File: src/rtl/mem_arbiter.sv
// Shares one RAM port between fetch and data; grant registered, RAM driven from first grant cycle, hit same cycle as ACCESS.
// Requests are held until hit (or dropped to abort); data has priority, bounded by a starvation streak for fetch.
module mem_arbiter #(
    parameter int ADDR_W      = 32,
    parameter int DATA_W      = 32,
    parameter int MAX_DSTREAK = 4
) (
    input  logic              CLK,
    input  logic              nRST,
    input  logic              iREN,
    input  logic [ADDR_W-1:0] iaddr,
    input  logic              dREN,
    input  logic              dWEN,
    input  logic [ADDR_W-1:0] daddr,
    input  logic [DATA_W-1:0] dstore,
    input  logic [DATA_W-1:0] ramload,
    input  logic [1:0]        ramstate,
    output logic              ihit,
    output logic [DATA_W-1:0] iload,
    output logic              dhit,
    output logic [DATA_W-1:0] dload,
    output logic              ramREN,
    output logic              ramWEN,
    output logic [ADDR_W-1:0] ramaddr,
    output logic [DATA_W-1:0] ramstore,
    output logic              memerr
);

    typedef enum logic [1:0] {IDLE, IGNT, DGNT} state_t;

    localparam logic [1:0] RAM_ACCESS = 2'd2;
    localparam logic [1:0] RAM_ERROR  = 2'd3;
    localparam logic [3:0] STREAK_MAX = 4'(MAX_DSTREAK);

    state_t     state;
    logic [3:0] dstreak;

    logic dreq;
    logic starve;
    logic access;
    logic ram_err;

    assign dreq    = dREN | dWEN;
    assign starve  = iREN && (dstreak == STREAK_MAX);
    assign access  = (ramstate == RAM_ACCESS);
    assign ram_err = (ramstate == RAM_ERROR);

    always_ff @(posedge CLK or negedge nRST) begin
        if (!nRST) begin
            state   <= IDLE;
            dstreak <= 4'd0;
            memerr  <= 1'b0;
        end else begin
            case (state)
                IDLE: begin
                    if (dreq && !starve)
                        state <= DGNT;
                    else if (iREN)
                        state <= IGNT;
                end
                IGNT: begin
                    if (ram_err)
                        memerr <= 1'b1;
                    // A dropped request aborts without touching the streak.
                    if (!iREN) begin
                        state <= IDLE;
                    end else if (access) begin
                        state   <= IDLE;
                        dstreak <= 4'd0;
                    end
                end
                DGNT: begin
                    if (ram_err)
                        memerr <= 1'b1;
                    if (!dreq) begin
                        state <= IDLE;
                    end else if (access) begin
                        state <= IDLE;
                        if (!iREN)
                            dstreak <= 4'd0;
                        else if (dstreak != STREAK_MAX)
                            dstreak <= dstreak + 4'd1;
                    end
                end
                default: state <= IDLE;
            endcase
        end
    end

    always_comb begin
        ihit     = 1'b0;
        iload    = '0;
        dhit     = 1'b0;
        dload    = '0;
        ramREN   = 1'b0;
        ramWEN   = 1'b0;
        ramaddr  = '0;
        ramstore = '0;
        case (state)
            IGNT: begin
                ramREN  = 1'b1;
                ramaddr = iaddr;
                ihit    = iREN && access;
                if (iREN && access)
                    iload = ramload;
            end
            DGNT: begin
                // Write wins when both enables are high.
                ramWEN   = dWEN;
                ramREN   = !dWEN;
                ramaddr  = daddr;
                ramstore = dstore;
                dhit     = dreq && access;
                if (dreq && access && !dWEN)
                    dload = ramload;
            end
            default: ;
        endcase
    end

endmodule

File: config.mk
export PLATFORM = sky130hd
export DESIGN_NAME = mem_arbiter
export DESIGN_NICKNAME = d
export VERILOG_FILES = /design/src/rtl/mem_arbiter.sv
export SDC_FILE = /design/constraint.sdc
export NUM_CORES = 1
export LEC_CHECK = 0
export ABC_AREA = 1
export BUFFER_PORTS_ARGS = -buffer_cell sky130_fd_sc_hd__buf_4
export CORE_AREA = 2 2 104 106
export CTS_BUF_LIST = sky130_fd_sc_hd__clkbuf_8 sky130_fd_sc_hd__clkbuf_16
export DETAILED_ROUTE_END_ITERATION = 6
export DIE_AREA = 0 0 106 108
export PLACE_DENSITY_LB_ADDON = 0.12
export SLEW_MARGIN = 20
export SYNTH_ARGS = -nofsm -noshare
export SYNTH_HDL_FRONTEND = slang
export SYNTH_SLANG_ARGS = --single-unit
File: constraint.sdc
create_clock -name CLK -period 1.61 [get_ports CLK]
set_input_delay 0.0805 -clock CLK [delete_from_list [all_inputs] [get_ports CLK]]
set_output_delay 0.0805 -clock CLK [all_outputs]
set_load 0.005 [all_outputs]
### After elaboration in Yosys (flattened, before gate mapping)

Index checks and enable logic that the tools add are counted.
W data, S select, Z words.

| word-level totals | value |
|---|---|
| output and inout bits | 133 |
| bits in latches | 0 |
| word-level logic and storage cells | 52 |
| flip-flop bits (word level) | 7 |
| bits in read-only memories | 0 |
| bits in writable memories | 0 |
| memories kept | 0 |

| operators by class | value |
|---|---|
| $add $sub $neg | 1 |
| shift operators | 0 |
| multiplexer cells | 23 |
| reductions and logical operators | 12 |
| magnitude comparators | 0 |
| bitwise logic cells | 1 |
| divide/modulo/power cells | 0 |
| equality and inequality tests | 12 |
| multipliers | 0 |

Operators with widths:

| kind | number |
|---|---|
| $mux W32 | 5 |
| $pmux W32 S2 | 1 |
| $mux W4 | 6 |
| $mux W2 | 5 |
| $ne A2 B2 Y1 const B | 4 |
| $pmux W4 S2 | 1 |
| $eq A2 B2 Y1 const B | 3 |
| $ne A3 B3 Y1 const B | 2 |
| $pmux W2 S3 | 1 |
| $reduce_and A6 Y1 | 1 |
| $logic_and A1 B1 Y1 | 5 |
| $add A4 B1 Y4 const B | 1 |
| $eq A4 B3 Y1 const B | 1 |
| $ne A4 B3 Y1 const B | 1 |
| $mux W1 | 3 |
| $eq A2 B1 Y1 const B | 1 |
| $logic_not A1 Y1 | 2 |
| $logic_not A2 Y1 | 1 |
| $pmux W1 S2 | 1 |
| $reduce_and A2 Y1 | 1 |
| $reduce_bool A2 Y1 | 1 |
| $reduce_or A2 Y1 | 1 |
| $or A1 B1 Y1 | 1 |

### Logic depth before layout (Yosys ltp)

Gate-level depths: netlist of run 1.

| logic depth | value |
|---|---|
| depth in word-level cells | 6 |
| gate-level depth with buffers | 10 |
| depth with buffers taken out | 10 |

### Least setup slack after synthesis of run 1

Ideal clock, no wire load.

| timing | value |
|---|---|
| kind | flip-flop to output port |
| start point | reg state[0] |
| end point | out dload[10] |
| setup slack | 0.103 ns |
| cell stages (with the launch flop) | 8 |
| required time | 1.529 ns |
| data arrival time | 1.426 ns |
| buffers on the path | 2 |
| path through | dfrtp_1 > inv_1 > ha_1 > inv_2 > or2_1 > buf_2 > buf_6 > nor3_2 |

| on the way | value |
|---|---|
| cells in the longest elaborated chain, start to end | 2 |

Ends and longest elaborated chain:

| element | RTL line | source |
|---|---|---|
| start: declaration | 35 | `state_t state;` |
| start signal: assignment | 50 | `state <= IDLE;` |
| start signal: assignment | 57 | `state <= DGNT;` |
| start signal: assignment | 59 | `state <= IGNT;` |
| $eq A2 B2 Y1 | 99 | `case (state)` |
| $mux W32 | 99 |  |
| end: declaration | 21 | `output logic [DATA_W-1:0] dload,` |

Every way passes these cells.

### Worst setup path after layout of run 1

| timing | value |
|---|---|
| start point | reg state[0] |
| end point | out dload[16] |

The elaborated chain is that of the path after synthesis.

==> impl_results.md, run 1 <==
* Syn. warnings at 0
* DRC viols at 0
* Yosys cell types at 20
* Vias in the first global route at 3,096
* CTS Sinks at 7
* Final instance area at 4903 um^2
* Fmax at 580.9 MHz
* Leak Pwr at 0.002835 uW
* Clk buf depth at 2
* Layout cells sized above 1 at 0.6123
* Clk root buf: clkbuf_8
* P per Cell Area at 1025 nW/um^2
* Area Overhead vs Synth at 159.0%
* Routed WL at 11,460 um
* Worst slew pin tran at 0.4445 ns
* Post-route ant nets at 0
* GR Util All Layers at 0.1735
* Post-synthesis sequential area ratio at 0.09253
* Placed standard-cell area at 4116 um^2
* CTS H-tree lvls at 1
* Die height at 108 um
* Endpoints failing hold at 0
* Violated checks: negative setup slack
* Largest net degree at the start of global routing at 23
* Row count at 37
* # nets final at 792
* Critical setup path kind: reg -> out
* Vias per cell at 4.204
* # setup viols final at 111
* Hold depth at 2
* Syn Inst Count at 372
* Non-filler cells in the finished layout at 786
* Slew margin rel. at 0.7037
* Clock Latency Late Sink at 0.22 ns
* HP Class: in -> reg
* Register bit count reported by yosys at 7
* DP HPWL at 8509 um
* Mapped Nets at 513
* Critical path peak fanout at 8
* Setup Skew at 0.003671 ns
* Status: finished with violations
* Startpoint Class: flip-flop
* Routed via count at 3,304
* # diodes at 0
* Core region area at 10,230 um^2
* Req. time, crit path at 1.53 ns
* First-pass GRT wire length at 15,900 um
* Final worst-path cycle share at 1.069
* R2R Setup Slk at 0.11 ns
* TritonCTS clock tree: built
* DR pass1 iterations at 5
* Starting DRC count in detailed routing at 181
* Die X at 106 um
* I/O Buffers at 267
* Worst path arrival time at 1.64 ns
* Placed Cells at 767
* Die ar. at 11,450 um^2
* Max Cap Violations at 0
* CTS buffer count at 3
* Initial core utilization at 0.1850
* Wire per inst at 14.58 um
* Dpl ws at 0.02734 ns
* Post-route minimum period at 1.722 ns
* Syn avg cell area at 5.089 um^2
* Setup crit end kind: output pin
* Initial antenna violation count at 0
* Worst-path clk slew at 0.04 ns
* Total gr overflow at 0
* Most common cell after layout, fill and taps aside: buf_4
* RD Place Congestion at 0.8178
* RSZ-0062 raised after global routing: yes
* Setup TNS at -4.415 ns
* Post-Syn Area at 1893 um^2
* Peak supply drop at 0.5683 mV
* Commonest non-fill, non-tap cells in the layout: buf_4 (277), nand2_1 (116), inv_1 (80), nor2_2 (21)
* Max-slew violation count at 0
* R2R depth at 9
* Worst hold slack at 0.1169 ns
* Min setup slack post-route at -0.1116 ns
* Ports at 268
-- cells in the mapped netlist --
cell type | n | area, um^2
inv_2 | 1 | 3.750
nand4_1 | 2 | 12.51
o21ai_0 | 1 | 5.000
nor3_1 | 4 | 20.02
inv_1 | 83 | 311.6
a31o_2 | 1 | 8.760
nor3_2 | 29 | 290.3
ha_1 | 6 | 75.07
nand3_1 | 8 | 40.04
buf_1 | 4 | 15.01
buf_2 | 9 | 45.04
dfrtp_1 | 7 | 175.2
a21oi_1 | 33 | 165.2
nand3b_1 | 1 | 7.510
nand2_1 | 128 | 480.5
buf_6 | 3 | 33.78
or2_1 | 1 | 6.260
clkbuf_1 | 8 | 30.03
nor2_1 | 42 | 157.7
nand3_2 | 1 | 10.01
-- cell families (layout without fill, tap and decap cells) --
group           count (synthesis)  in the layout  synth area share
compound gates                 35             35           0.09451
fa+ha+maj                       6              6           0.03966
buf+inv                       108            386            0.2320
flops                           7              7           0.09253
simple gates                  216            216            0.5413
-- stage by stage --
step	total power [uW]	utilization
5_1_grt	5415	0.4793
2_1_floorplan	1741	-
6_report	5025	0.4793
3_5_place_dp	3490	0.4023
3_3_place_gp	3461	0.4023
4_1_cts	4457	0.4328
-- layout make-up --
class                      instances  area (um^2)
clock buffer                       3        41.29
clock inverter                     1        5.005
fill                            1005         5328
inverter                          84        320.3
multi-input combinational        257         1629
sequential                         7        176.4
tap                              136        170.2
timing repair buffer             298         2561
-- where the power goes --
group          internal, uW  switching (uW)
combinational          2360            2160
clock                   167            70.9
sequential              218            47.6
total                  2750            2280
-- layer usage --
layer  track usage  share of wire  up-vias
li1              -              -     1660
met1        0.1906           0.37     1482
met2        0.3461           0.55      152
met3       0.03195          0.066       10
met4       0.03477          0.013        0
met5             0              0        -
-- sequential cells by signal, summed over array words and instances (netlist names) --
signal and count:
state 2, dstreak 4, memerr 1
-- path summary, 6_finish.rpt --
| path | start | to |
|---|---|---|
| setup / recovery | state[0] | dload[16] |
| hold / removal | ramstate[1] | memerr |
| setup reg to reg | state[0] | dstreak[3] |
| hold reg to reg | memerr | memerr |
| max in group asynchronous | nRST | state[1] |
| min in group asynchronous | nRST | dstreak[2] |
-- what timing repair did --
| item | in CTS | in global routing |
|---|---|---|
| setup endpoints to repair | 98 | 131 |
| hold endpoints to repair | 7 | 0 |
| pin swaps | 0 | 21 |
| setup buffers | 1 | 2 |
| hold buffers | 1 | 0 |
| gates resized for setup | 19 | 86 |
| gates cloned | 6 | 5 |
-- worst max-delay path: stages (launching register included) --
cell,delay [ns]
dfrtp_1,0.38
inv_2,0.08
ha_4,0.13
inv_2,0.03
or2_4,0.31
clkbuf_16,0.21
nor3_2,0.15
buf_4,0.13
(Power assumes the default switching activity.)
==> run 2: changes to the inputs <==
ABC_AREA = not set   (was 1)
SLEW_MARGIN = not set   (was 20)
==> run 2 against run 1 <==
  * The run still ends with negative setup slack left
  * Die area unchanged
  * Register-to-register slack lost 0.15 ns
  * Synthesized cell count fell by 37%
  * Sequential power is 2% lower
  * Clock power rose by 4%
  * Clock skew increased by 0.00092 ns
  * Utilization shrank 4.8 points
  * Critical path depth decreased by 1
  * Routed wire length down 9.4%
  * Combinational power shrank 15%
  * Cell count is 17% lower
  * Design area decreased by 10%
  * Highest routed layer unchanged
==> impl_results.md, run 2 <==
* Worst slew pin tran at 0.3551 ns
* Row count at 37
* Syn Inst Count at 235
* DR pass1 iterations at 4
* Die X at 106 um
* Leak Pwr at 0.002270 uW
* Setup crit end kind: output pin
* Commonest non-fill, non-tap cells in the layout: buf_4 (269), and2_1 (95), a22oi_1 (22), nor2b_1 (18), buf_6 (17)
* R2R depth at 5
* Largest family of logic cells by synthesized area: simple AND/OR/NAND/NOR gates
* Final worst-path cycle share at 1.077
* Ports at 268
* CTS H-tree lvls at 1
* Crit path buffers/inverters at 3
* Critical setup path kind: reg -> out
* Die ar. at 11,450 um^2
* Worst path slowest cell: dfrtp_1
* Critical Path Stages at 6
* Routed WL at 10,380 um
* Layout cells sized above 1 at 0.6667
* Req. time, crit path at 1.53 ns
* Placed Cells at 632
* RD Place Congestion at 0.7365
* Tot Pwr at 4343 uW
* # diodes at 0
* Synth async-reset ratio at 1.000
* HP Class: in -> reg
* First-pass GRT wire length at 14,520 um
* Largest register FFs at 4
* Status: finished with violations
* Largest net degree at the start of global routing at 34
* Crit path top cell by count: buf_4
* Starting DRC count in detailed routing at 95
* Worst path arrival time at 1.65 ns
* Violated checks: negative setup slack
* Most common cell after layout, fill and taps aside: buf_4
* Routed via count at 2,769
* Post-route minimum period at 1.735 ns
* # setup viols final at 109
* Top-count cell post-synth: and2_1
* Top cell type's share of synthesized area at 0.3687
* Synth Area in Adders at 0.04515
* GR Util All Layers at 0.1572
* Clk root buf: clkbuf_8
* Slew margin rel. at 0.7618
* Hold depth at 2
* Critical path peak fanout at 11
* TritonCTS clock tree: built
* RSZ-0062 raised after global routing: yes
* # nets final at 655
* Startpoint Class: flip-flop
* Synth Area in Simple Gates at 0.5719
* Core region area at 10,230 um^2
* Non-filler cells in the finished layout at 649
* Ys flop type: dfrtp_1
* Min setup slack post-route at -0.1245 ns
* Setup Skew at 0.004593 ns
* Max-slew violation count at 0
* DP HPWL at 8069 um
* Endpoints failing hold at 0
* Synth Area in Compound Gates at 0.2047
* Xor and xnor fraction of the mapped netlist area at 0
* CTS Sinks at 7
* Clk buf depth at 2
* Area leader, netlist: and2_1
* Mapped Nets at 376
* DRC viols at 0
* I/O Buffers at 267
* CP max stage delay at 0.42 ns
* Syn. warnings at 0
* Crit-path cells: ha_4 -> buf_4 -> bufbuf_16 -> a22oi_1 -> nor2b_1 -> buf_4
* Initial core utilization at 0.1625
* Top reg by flops: dstreak
* Synth area leaders: and2_1 (37%), a22oi_1 (14%), nor2b_1 (14%), dfrtp_1 (11%), ha_1 (4.5%)
* Die height at 108 um
* Wire per inst at 15.99 um
* Max Cap Violations at 0
* Vias per cell at 4.267
* Post-synthesis sequential area ratio at 0.1053
* Largest regs: dstreak (4), state (2), memerr (1)
* Post-Syn Area at 1663 um^2
* Area Overhead vs Synth at 165.3%
* Post-synthesis mux area share at 0.006772
* Vias in the first global route at 2,895
* List of most frequent post-synthesis cells: and2_1 (98), nor2b_1 (36), a22oi_1 (32)
* Total gr overflow at 0
* CTS buffer count at 3
* Peak supply drop at 0.3445 mV
* Delay-heaviest family, CP: buffers and inverters
* Fmax at 576.5 MHz
* EDFF count, synth at 0
* Clock Latency Late Sink at 0.23 ns
* Post-route ant nets at 0
* Yosys cell types at 32
* P per Cell Area at 984.4 nW/um^2
* Register bit count reported by yosys at 7
* Syn avg cell area at 7.076 um^2
* Worst-path clk slew at 0.04 ns
* Initial antenna violation count at 0
-- run 2: kinds of logic (layout without fill, tap and decap cells) --
| kind of cell | Yosys count | in the layout |
|---|---|---|
| AOI/OAI and AO/OA | 45 | 45 |
| DFF | 7 | 7 |
| buffers and inverters | 25 | 303 |
| adders and majority gates | 6 | 6 |
| muxes | 1 | 1 |
| and+or+nand+nor | 151 | 151 |
-- run 2: final timing paths --
check | from | slack, ns | endpoint
setup / recovery | state[1] | -0.12 | ramaddr[29]
hold / removal | ramstate[0] | 0.12 | memerr
setup reg to reg | state[0] | -0.04 | dstreak[2]
hold reg to reg | memerr | 0.47 | memerr
max in group asynchronous | nRST | 1.27 | state[1]
min in group asynchronous | nRST | 0.21 | memerr
-- run 2: cell type report --
cell class | count | area (um^2)
fillers | 1019 | 5819
clock buffers | 3 | 41.29
clock inverters | 1 | 5.005
inverters | 4 | 15.01
well taps | 136 | 170.2
repair buffers | 295 | 2404
flip-flops and latches | 7 | 175.2
multi-input cells | 203 | 1602
-- run 2: power by group --
part	internal [uW]	total, uW	switching [uW]
logic	2330	3830	1500
clock network	168	247	78.9
registers	223	262	38.6
total	2720	4340	1620
-- run 2: through the flow --
| stage | setup slack (ns) | setup TNS [ns] | utilization | cell area [um^2] | hold WS [ns] |
|---|---|---|---|---|---|
| floorplan | -0.01653 | -0.03305 | - | 1665 | -0.2151 |
| finish | -0.1245 | -5.507 | 0.4312 | 4412 | 0.1193 |
| global route | -0.1898 | -13.72 | 0.4312 | 4412 | 0.1304 |
| detailed placement | -0.03371 | -0.4770 | 0.3822 | 3910 | -0.09411 |
| CTS | -0.1258 | -4.769 | 0.4086 | 4180 | 0.1188 |
| global placement | 0.008142 | 0 | 0.3822 | 3910 | -0.09450 |
-- run 2: what timing repair did --
item	CTS	global route
resized for setup	25	45
setup buffers	6	2
hold endpoints to repair	7	0
pin swaps	2	3
hold buffers	1	0
cloned	2	3
endpoints found under the setup margin	133	123
-- run 2: per-layer routing --
metal | routed length [um] | up-vias | GRT usage
li1 | - | 1344 | -
met1 | 3329 | 1253 | 0.1407
met2 | 5790 | 166 | 0.3309
met3 | 1174 | 6 | 0.06329
met4 | 85 | 0 | 0.02538
met5 | 0 | - | 0
